[src/rtl/cnn_pkg.sv]
// Shared fixed-point constants, FSM states and helpers for the conv/pool engine.
package cnn_pkg;

    localparam int unsigned CNN_DATA_W = 20;
    localparam int unsigned CNN_FRAC   = 16;
    localparam int unsigned CNN_MAX_W  = 64;

    typedef enum logic [2:0] {
        IDLE,
        CONV_RD,
        CONV_FIN,
        CONV_WR,
        POOL_RD,
        POOL_WR,
        FLAT_WR,
        DONE
    } cnn_state_t;

    function automatic int unsigned csel_l0(input int unsigned k);
        return k + 1;
    endfunction

    function automatic int unsigned csel_l1(input int unsigned k, input int unsigned num_ker);
        return num_ker + k + 1;
    endfunction

    function automatic int unsigned csel_flat(input int unsigned num_ker);
        return 2 * num_ker + 1;
    endfunction

    // Round half up at the binary point, clamp negatives to 0 and large positives to the data max.
    function automatic logic [CNN_MAX_W-1:0] round_relu_sat(input logic signed [CNN_MAX_W-1:0] acc,
                                                            input int unsigned data_w,
                                                            input int unsigned frac);
        logic signed [CNN_MAX_W-1:0] shifted;
        logic signed [CNN_MAX_W-1:0] rnd;
        logic signed [CNN_MAX_W-1:0] lim;
        lim     = $signed((CNN_MAX_W'(1) << (data_w - 1)) - CNN_MAX_W'(1));
        shifted = acc >>> frac;
        rnd     = shifted + $signed(CNN_MAX_W'(acc[frac-1]));
        if (acc < 0)
            return '0;
        if (rnd > lim)
            return lim;
        return rnd;
    endfunction

endpackage

[src/rtl/conv_mac_lane.sv]
// One kernel lane: 3x3 multiply-accumulate, bias add and output conversion.
module conv_mac_lane
    import cnn_pkg::*;
#(
    parameter int unsigned DATA_W = CNN_DATA_W,
    parameter int unsigned FRAC   = CNN_FRAC
) (
    input  logic                     clk,
    input  logic                     reset,
    input  logic                     clr,
    input  logic                     acc_en,
    input  logic                     bias_en,
    input  logic signed [DATA_W-1:0] pix,
    input  logic signed [DATA_W-1:0] weight,
    input  logic signed [DATA_W-1:0] bias,
    output logic        [DATA_W-1:0] out
);

    localparam int unsigned ACC_W = 2 * DATA_W + 4;

    logic signed [2*DATA_W-1:0] prod;
    logic signed [ACC_W-1:0]    prod_ext;
    logic signed [ACC_W-1:0]    bias_ext;
    logic signed [ACC_W-1:0]    acc;

    assign prod     = pix * weight;
    assign prod_ext = $signed({{4{prod[2*DATA_W-1]}}, prod});
    assign bias_ext = $signed({{(ACC_W-DATA_W){bias[DATA_W-1]}}, bias}) <<< FRAC;

    always_ff @(posedge clk or posedge reset) begin
        if (reset)
            acc <= '0;
        else if (clr)
            acc <= '0;
        else if (acc_en)
            acc <= acc + prod_ext;
        else if (bias_en)
            acc <= acc + bias_ext;
    end

    assign out = DATA_W'(round_relu_sat($signed({{(CNN_MAX_W-ACC_W){acc[ACC_W-1]}}, acc}), DATA_W, FRAC));

endmodule

[src/rtl/conv_pool_engine.sv]
// 3x3 multi-kernel convolution with ReLU, optional 2x2 max pooling and interleaved flatten.
module conv_pool_engine
    import cnn_pkg::*;
#(
    parameter  int unsigned IMG_W   = 64,
    parameter  int unsigned DATA_W  = CNN_DATA_W,
    parameter  int unsigned FRAC    = CNN_FRAC,
    parameter  int unsigned NUM_KER = 2,
    parameter  int unsigned POOL_EN = 1,
    localparam int unsigned LG      = $clog2(IMG_W),
    localparam int unsigned AW      = 2 * LG,
    localparam int unsigned KAW     = $clog2(NUM_KER * 10),
    localparam int unsigned CSW     = $clog2(2 * NUM_KER + 2)
) (
    input  logic              clk,
    input  logic              reset,
    input  logic              ready,
    output logic              busy,
    input  logic              ker_we,
    input  logic [KAW-1:0]    ker_addr,
    input  logic [DATA_W-1:0] ker_data,
    output logic [AW-1:0]     iaddr,
    input  logic [DATA_W-1:0] idata,
    output logic              cwr,
    output logic [AW-1:0]     caddr_wr,
    output logic [DATA_W-1:0] cdata_wr,
    output logic              crd,
    output logic [AW-1:0]     caddr_rd,
    input  logic [DATA_W-1:0] cdata_rd,
    output logic [CSW-1:0]    csel
);

    localparam int unsigned     KW     = (NUM_KER > 1) ? $clog2(NUM_KER) : 1;
    localparam logic [LG-1:0]   LAST   = LG'(IMG_W - 1);
    localparam logic [LG-1:0]   LAST2  = LG'(IMG_W - 2);
    localparam logic [KW-1:0]   K_LAST = KW'(NUM_KER - 1);

    cnn_state_t state, state_n;

    logic        [LG-1:0]     row, col;
    logic        [KW-1:0]     k;
    logic        [3:0]        cnt;
    logic        [3:0]        tap_d;
    logic                     pad_d;
    logic signed [DATA_W-1:0] maxv;
    logic signed [DATA_W-1:0] kmem [NUM_KER*10];
    logic        [DATA_W-1:0] lane_out [NUM_KER];
    logic signed [DATA_W-1:0] pix;

    logic [1:0]    tr, tc;
    logic          pad;
    logic [LG-1:0] tap_row, tap_col;
    logic [AW-1:0] pool_idx;
    logic          lane_clr, lane_acc, lane_bias;

    assign busy = (state != IDLE) && (state != DONE);

    always_ff @(posedge clk or posedge reset) begin
        if (reset) begin
            for (int unsigned i = 0; i < NUM_KER * 10; i++)
                kmem[i] <= '0;
        end else if (ker_we && !busy && (ker_addr < KAW'(NUM_KER * 10))) begin
            kmem[ker_addr] <= $signed(ker_data);
        end
    end

    // Tap geometry; out-of-image taps read the centre pixel and are zeroed one cycle later.
    always_comb begin
        tr      = (cnt >= 4'd6) ? 2'd2 : (cnt >= 4'd3) ? 2'd1 : 2'd0;
        tc      = 2'(cnt - 4'd3 * {2'b00, tr});
        pad     = (row == '0 && tr == 2'd0) || (row == LAST && tr == 2'd2) ||
                  (col == '0 && tc == 2'd0) || (col == LAST && tc == 2'd2);
        tap_row = row + LG'(tr) - LG'(1);
        tap_col = col + LG'(tc) - LG'(1);
    end

    assign pool_idx = AW'({row[LG-1:1], col[LG-1:1]});
    assign pix      = pad_d ? '0 : $signed(idata);

    for (genvar g = 0; g < NUM_KER; g++) begin : g_lane
        conv_mac_lane #(
            .DATA_W(DATA_W),
            .FRAC  (FRAC)
        ) u_lane (
            .clk    (clk),
            .reset  (reset),
            .clr    (lane_clr),
            .acc_en (lane_acc),
            .bias_en(lane_bias),
            .pix    (pix),
            .weight (kmem[g*10 + int'(tap_d)]),
            .bias   (kmem[g*10 + 9]),
            .out    (lane_out[g])
        );
    end

    always_ff @(posedge clk or posedge reset) begin
        if (reset)
            state <= IDLE;
        else
            state <= state_n;
    end

    always_comb begin
        state_n   = state;
        iaddr     = '0;
        cwr       = 1'b0;
        crd       = 1'b0;
        csel      = '0;
        caddr_wr  = '0;
        caddr_rd  = '0;
        cdata_wr  = '0;
        lane_clr  = 1'b0;
        lane_acc  = 1'b0;
        lane_bias = 1'b0;
        case (state)
            IDLE: begin
                if (ready)
                    state_n = CONV_RD;
            end
            CONV_RD: begin
                iaddr    = pad ? {row, col} : {tap_row, tap_col};
                lane_clr = (cnt == 4'd0);
                lane_acc = (cnt != 4'd0);
                if (cnt == 4'd8)
                    state_n = CONV_FIN;
            end
            CONV_FIN: begin
                lane_acc  = (cnt == 4'd0);
                lane_bias = (cnt == 4'd1);
                if (cnt == 4'd1)
                    state_n = CONV_WR;
            end
            CONV_WR: begin
                cwr      = 1'b1;
                csel     = CSW'(csel_l0(k));
                caddr_wr = {row, col};
                cdata_wr = lane_out[k];
                if (k == K_LAST) begin
                    if (row == LAST && col == LAST)
                        state_n = (POOL_EN != 0) ? POOL_RD : DONE;
                    else
                        state_n = CONV_RD;
                end
            end
            POOL_RD: begin
                if (cnt < 4'd4) begin
                    crd      = 1'b1;
                    csel     = CSW'(csel_l0(k));
                    caddr_rd = {row + LG'(cnt[1]), col + LG'(cnt[0])};
                end else begin
                    state_n = POOL_WR;
                end
            end
            POOL_WR: begin
                cwr      = 1'b1;
                csel     = CSW'(csel_l1(k, NUM_KER));
                caddr_wr = pool_idx;
                cdata_wr = maxv;
                state_n  = FLAT_WR;
            end
            FLAT_WR: begin
                cwr      = 1'b1;
                csel     = CSW'(csel_flat(NUM_KER));
                caddr_wr = pool_idx * AW'(NUM_KER) + AW'(k);
                cdata_wr = maxv;
                if (k == K_LAST && row == LAST2 && col == LAST2)
                    state_n = DONE;
                else
                    state_n = POOL_RD;
            end
            DONE:    state_n = IDLE;
            default: state_n = IDLE;
        endcase
    end

    always_ff @(posedge clk or posedge reset) begin
        if (reset) begin
            row   <= '0;
            col   <= '0;
            k     <= '0;
            cnt   <= '0;
            tap_d <= '0;
            pad_d <= 1'b0;
            maxv  <= '0;
        end else begin
            case (state)
                IDLE: begin
                    row <= '0;
                    col <= '0;
                    k   <= '0;
                    cnt <= '0;
                end
                CONV_RD: begin
                    tap_d <= cnt;
                    pad_d <= pad;
                    cnt   <= (cnt == 4'd8) ? 4'd0 : cnt + 4'd1;
                end
                CONV_FIN: begin
                    cnt <= (cnt == 4'd1) ? 4'd0 : cnt + 4'd1;
                    k   <= '0;
                end
                CONV_WR: begin
                    if (k == K_LAST) begin
                        k   <= '0;
                        col <= col + LG'(1);
                        if (col == LAST)
                            row <= row + LG'(1);
                    end else begin
                        k <= k + KW'(1);
                    end
                end
                POOL_RD: begin
                    // First returned word seeds the max, the next three compete with it.
                    if (cnt == 4'd1)
                        maxv <= $signed(cdata_rd);
                    else if (cnt > 4'd1 && $signed(cdata_rd) > maxv)
                        maxv <= $signed(cdata_rd);
                    cnt <= (cnt == 4'd4) ? 4'd0 : cnt + 4'd1;
                end
                FLAT_WR: begin
                    if (k == K_LAST) begin
                        k   <= '0;
                        col <= col + LG'(2);
                        if (col == LAST2)
                            row <= row + LG'(2);
                    end else begin
                        k <= k + KW'(1);
                    end
                end
                default: ;
            endcase
        end
    end

endmodule
[config.mk]
export PLATFORM = sky130hd
export DESIGN_NAME = conv_pool_engine
export DESIGN_NICKNAME = d
export VERILOG_FILES = /design/src/rtl/cnn_pkg.sv /design/src/rtl/conv_mac_lane.sv /design/src/rtl/conv_pool_engine.sv
export SDC_FILE = /design/constraint.sdc
export NUM_CORES = 2
export LEC_CHECK = 0
export BUFFER_PORTS_ARGS = -buffer_cell sky130_fd_sc_hd__buf_2
export CELL_PAD_IN_SITES_DETAIL_PLACEMENT = 0
export CELL_PAD_IN_SITES_GLOBAL_PLACEMENT = 1
export CORE_ASPECT_RATIO = 0.5
export CORE_MARGIN = 2
export CORE_UTILIZATION = 44
export DETAILED_ROUTE_END_ITERATION = 6
export GPL_ROUTABILITY_DRIVEN = 0
export PLACE_DENSITY_LB_ADDON = 0.1
export SKIP_CTS_REPAIR_TIMING = 1
export SLEW_MARGIN = 30
export SYNTH_ARGS = -nofsm -noshare
export SYNTH_HDL_FRONTEND = slang
export SYNTH_SLANG_ARGS = --single-unit
[constraint.sdc]
create_clock -name clk -period 20.4 [get_ports clk]
set_clock_uncertainty 0.1 [all_clocks]
set_input_delay 3.06 -clock clk [delete_from_list [all_inputs] [get_ports clk]]
set_output_delay 3.06 -clock clk [all_outputs]
set_load 0.005 [all_outputs]
==> impl_metrics.py <==
metrics = {
    "sta": {
        "slew_headroom": 0.304,
        "rsz0062_at_grt": "false",
        "maxSlewViolCount": 0,
        "timing.final.crit_share": 0.538,
        "worst_slack_ps": 9430,
        "fin_tns_setup_ps": 0,
        "post-route-min-period_ps": 10970,
        "max_freq_ghz": 0.0912,
        "setup-violations-final": 0,
        "final-hold-violation-count": 0,
        "worst_pin_slew_ps": 1040,
    },
    "logic_synthesis": {
        "ys.flop_type": "dfrtp_1",
        "synth.distinct_cells": 82,
        "syn_area_um2": 67800,
        "ys_seq_area_frac": 0.197,
        "syn_area_per_cell_um2": 9.94,
        "synth_edf_count": 0,
        "ys_ff_latch": 533,
        "syn_nets": 8288,
        "yosysWarnings": 0,
        "async_reset_ff_frac": 1.00,
        "synthCells": 6825,
    },
    "global_route": {
        "grt_pass1_wl_um": 334000,
        "antenna_found_initial": 21,
        "overflow": 0,
        "met1_usage": 0.409,
        "grt_max_degree": 167,
        "grt_util_met3": 0.0602,
        "grtUsageMet2": 0.439,
        "grt_pass1_vias": 51861,
        "grt_busiest_layer": "met2",
        "grt_usage": 0.283,
    },
    "clock_network": {
        "cts_buffer_depth": 3,
        "h-tree-depth": 2,
        "cts_buffers": 54,
        "path_clk_slew_ps": 60,
        "clock-sinks": 533,
        "clk_latency_ps": 740,
        "cts_tree": "built",
        "cts_root_buf": "clkbuf_16",
    },
    "placed_design": {
        "portBuffers": 130,
        "dp_slack_ps": 9030,
        "dp_hpwl_um": 166000,
        "place_inst": 8747,
    },
    "critical_path": {
        "crit_top_cell": "fa_1",
        "crit_slowest_cell": "a311oi_1",
        "cp-start-kind": "flop",
        "criticalPathCategory": "flop to flop",
        "crit_cells": 28,
        "worstSetupEndpointType": "flop",
        "worstPathRequired_ps": 20860,
        "rr_worst_depth": 28,
        "crit_family": "adder cells",
        "slowest_delay_ps": 730,
        "worstReg2RegEnd": "g_lane[1].u_lane.acc[31]",
        "r2r_start": "tap_d[0]",
        "r2r_slack_ps": 9430,
        "worstPathBufferInverterCount": 7,
        "crit_arrival_ps": 11420,
        "crit_path_max_fanout": 43,
    },
    "floorplan": {
        "fp-row-count": 101,
        "fp.dieW_um": 559,
        "die_area_um2": 157000,
        "start_util": 0.445,
        "dieHeight_um": 282,
        "ios": 131,
        "core_um2": 152000,
    },
    "layout": {
        "final_cells": 8854,
        "layout-drive-gt1-share": 0.152,
        "area_delta_synth_final_pct": 7.27,
        "nets": 8207,
        "num-fill-cells": 14488,
    },
    "hold_path": {
        "min_from": "g_lane[1].u_lane.acc[6]",
        "holdPathStages": 2,
        "holdPathEnd": "g_lane[1].u_lane.acc[6]",
        "min_path_type": "flop to flop",
    },
    "detailed_routing": {
        "wl_um": 218000,
        "post_drt_wl_per_cell_um": 24.6,
        "final_antenna_net_count": 0,
        "viasPerCell": 5.62,
        "dr.pass1.iters": 5,
        "via_count": 49743,
        "drc_errors": 0,
        "drt_iter0_markers": 3901,
    },
    "outcome": {
        "status": "complete, no violations",
    },
    "run": {
        "maxCapViolations": 0,
    },
}
## how the worst max path moves through the flow
stage | slack (ps) | startpoint | endpoint
3_5_place_dp | 9030 | idata[19] | g_lane[0].u_lane.acc[40]
3_3_place_gp | 9160 | idata[19] | g_lane[0].u_lane.acc[40]
5_1_grt | 8860 | tap_d[0] | g_lane[0].u_lane.acc[40]
4_1_cts | 9480 | tap_d[0] | g_lane[0].u_lane.acc[39]
6_report | 9430 | tap_d[0] | g_lane[1].u_lane.acc[31]
2_1_floorplan | 2340 | reset | cnt[0]
## through the flow
| stage | instance area (um^2) | hold slack (ps) | util |
|---|---|---|---|
| after floorplan | 67800 | 349 | - |
| after global placement | 70700 | 369 | 0.464 |
| after detailed placement | 70800 | 370 | 0.465 |
| after CTS | 72700 | 390 | 0.477 |
| after global routing | 72700 | 410 | 0.477 |
| final | 72700 | 384 | 0.477 |
## layout by cell type, fill, tap and decap left out, types with 30 or more instances in the layout
master,Yosys,routed
a21oi_1,188,170
nor2_1,379,364
ha_1,394,394
dfrtp_1,533,529
a21o_1,71,68
xnor2_1,121,121
buf_2,56,130
nand2_1,669,667
nor3_1,30,30
xor2_1,67,66
nand2b_1,100,97
o21ai_0,179,178
o221ai_1,33,31
mux2_2,404,404
clkbuf_16,0,54
nand3_1,49,48
mux4_2,181,181
o21ai_1,35,35
and2_1,71,71
inv_1,1424,1420
mux2i_1,50,50
buf_4,15,99
fa_1,1000,1000
o22ai_1,30,30
## layout make-up
type,instances,area (um^2),share of cell area
multi-input combinational,4486,48000,0.659
tap,2060,2580,0.0354
inverter,1429,5370,0.0738
clock buffer,69,1490,0.0204
clock inverter,32,370,0.00509
antenna,5,12.5,0.000172
timing repair buffer,240,1620,0.0222
sequential,533,13300,0.183
## cells by family (layout without fill, tap and decap cells)
group                      after synthesis  count (layout)  share of synthesized area
AOI/OAI and AO/OA                      806             806                     0.0774
xor gates and xnor gates               188             188                     0.0243
adders and majority gates             1394            1394                      0.368
buffers and inverters                 1806            1770                      0.102
DFF                                    533             533                      0.197
muxes                                  652             652                      0.137
other                                    0               5                          0
and+or+nand+nor                       1446            1446                     0.0944
## synthesized netlist by cell type (100+ instances only)
| cell | count | share of area |
|---|---|---|
| o21ai_0 | 179 | 0.013 |
| clkbuf_1 | 258 | 0.014 |
| mux4_2 | 181 | 0.060 |
| nand2b_1 | 100 | 0.0092 |
| dfrtp_1 | 533 | 0.20 |
| nand2_1 | 669 | 0.037 |
| a21oi_1 | 188 | 0.014 |
| ha_1 | 394 | 0.073 |
| mux2_2 | 404 | 0.067 |
| inv_1 | 1424 | 0.079 |
| fa_1 | 1000 | 0.30 |
| xnor2_1 | 121 | 0.016 |
| nor2_1 | 379 | 0.021 |
## worst min-delay path: cells and delay by family, from the launching register on
family / cells / cell delay (ps)
and+or+nand+nor: 1 / 50
AOI/OAI and AO/OA: 1 / 60
DFF: 1 / 340
## registers in the layout (all words and copies together) (netlist names)
| register | cells |
|---|---|
| kmem | 400 |
| g_lane.u_lane.acc | 88 |
| maxv | 20 |
| col | 6 |
| row | 6 |
| cnt | 4 |
| tap_d | 4 |
| state | 3 |
| k | 1 |
| pad_d | 1 |
## routing by layer
metal | share of wire | wire length [um]
met1 | 0.45 | 98000
met5 | 0.00057 | 124
met3 | 0.081 | 17700
met2 | 0.45 | 97500
met4 | 0.021 | 4610
Power is not shown: default switching activity piles up to over one toggle a cycle in this logic, so the estimate is an artifact.
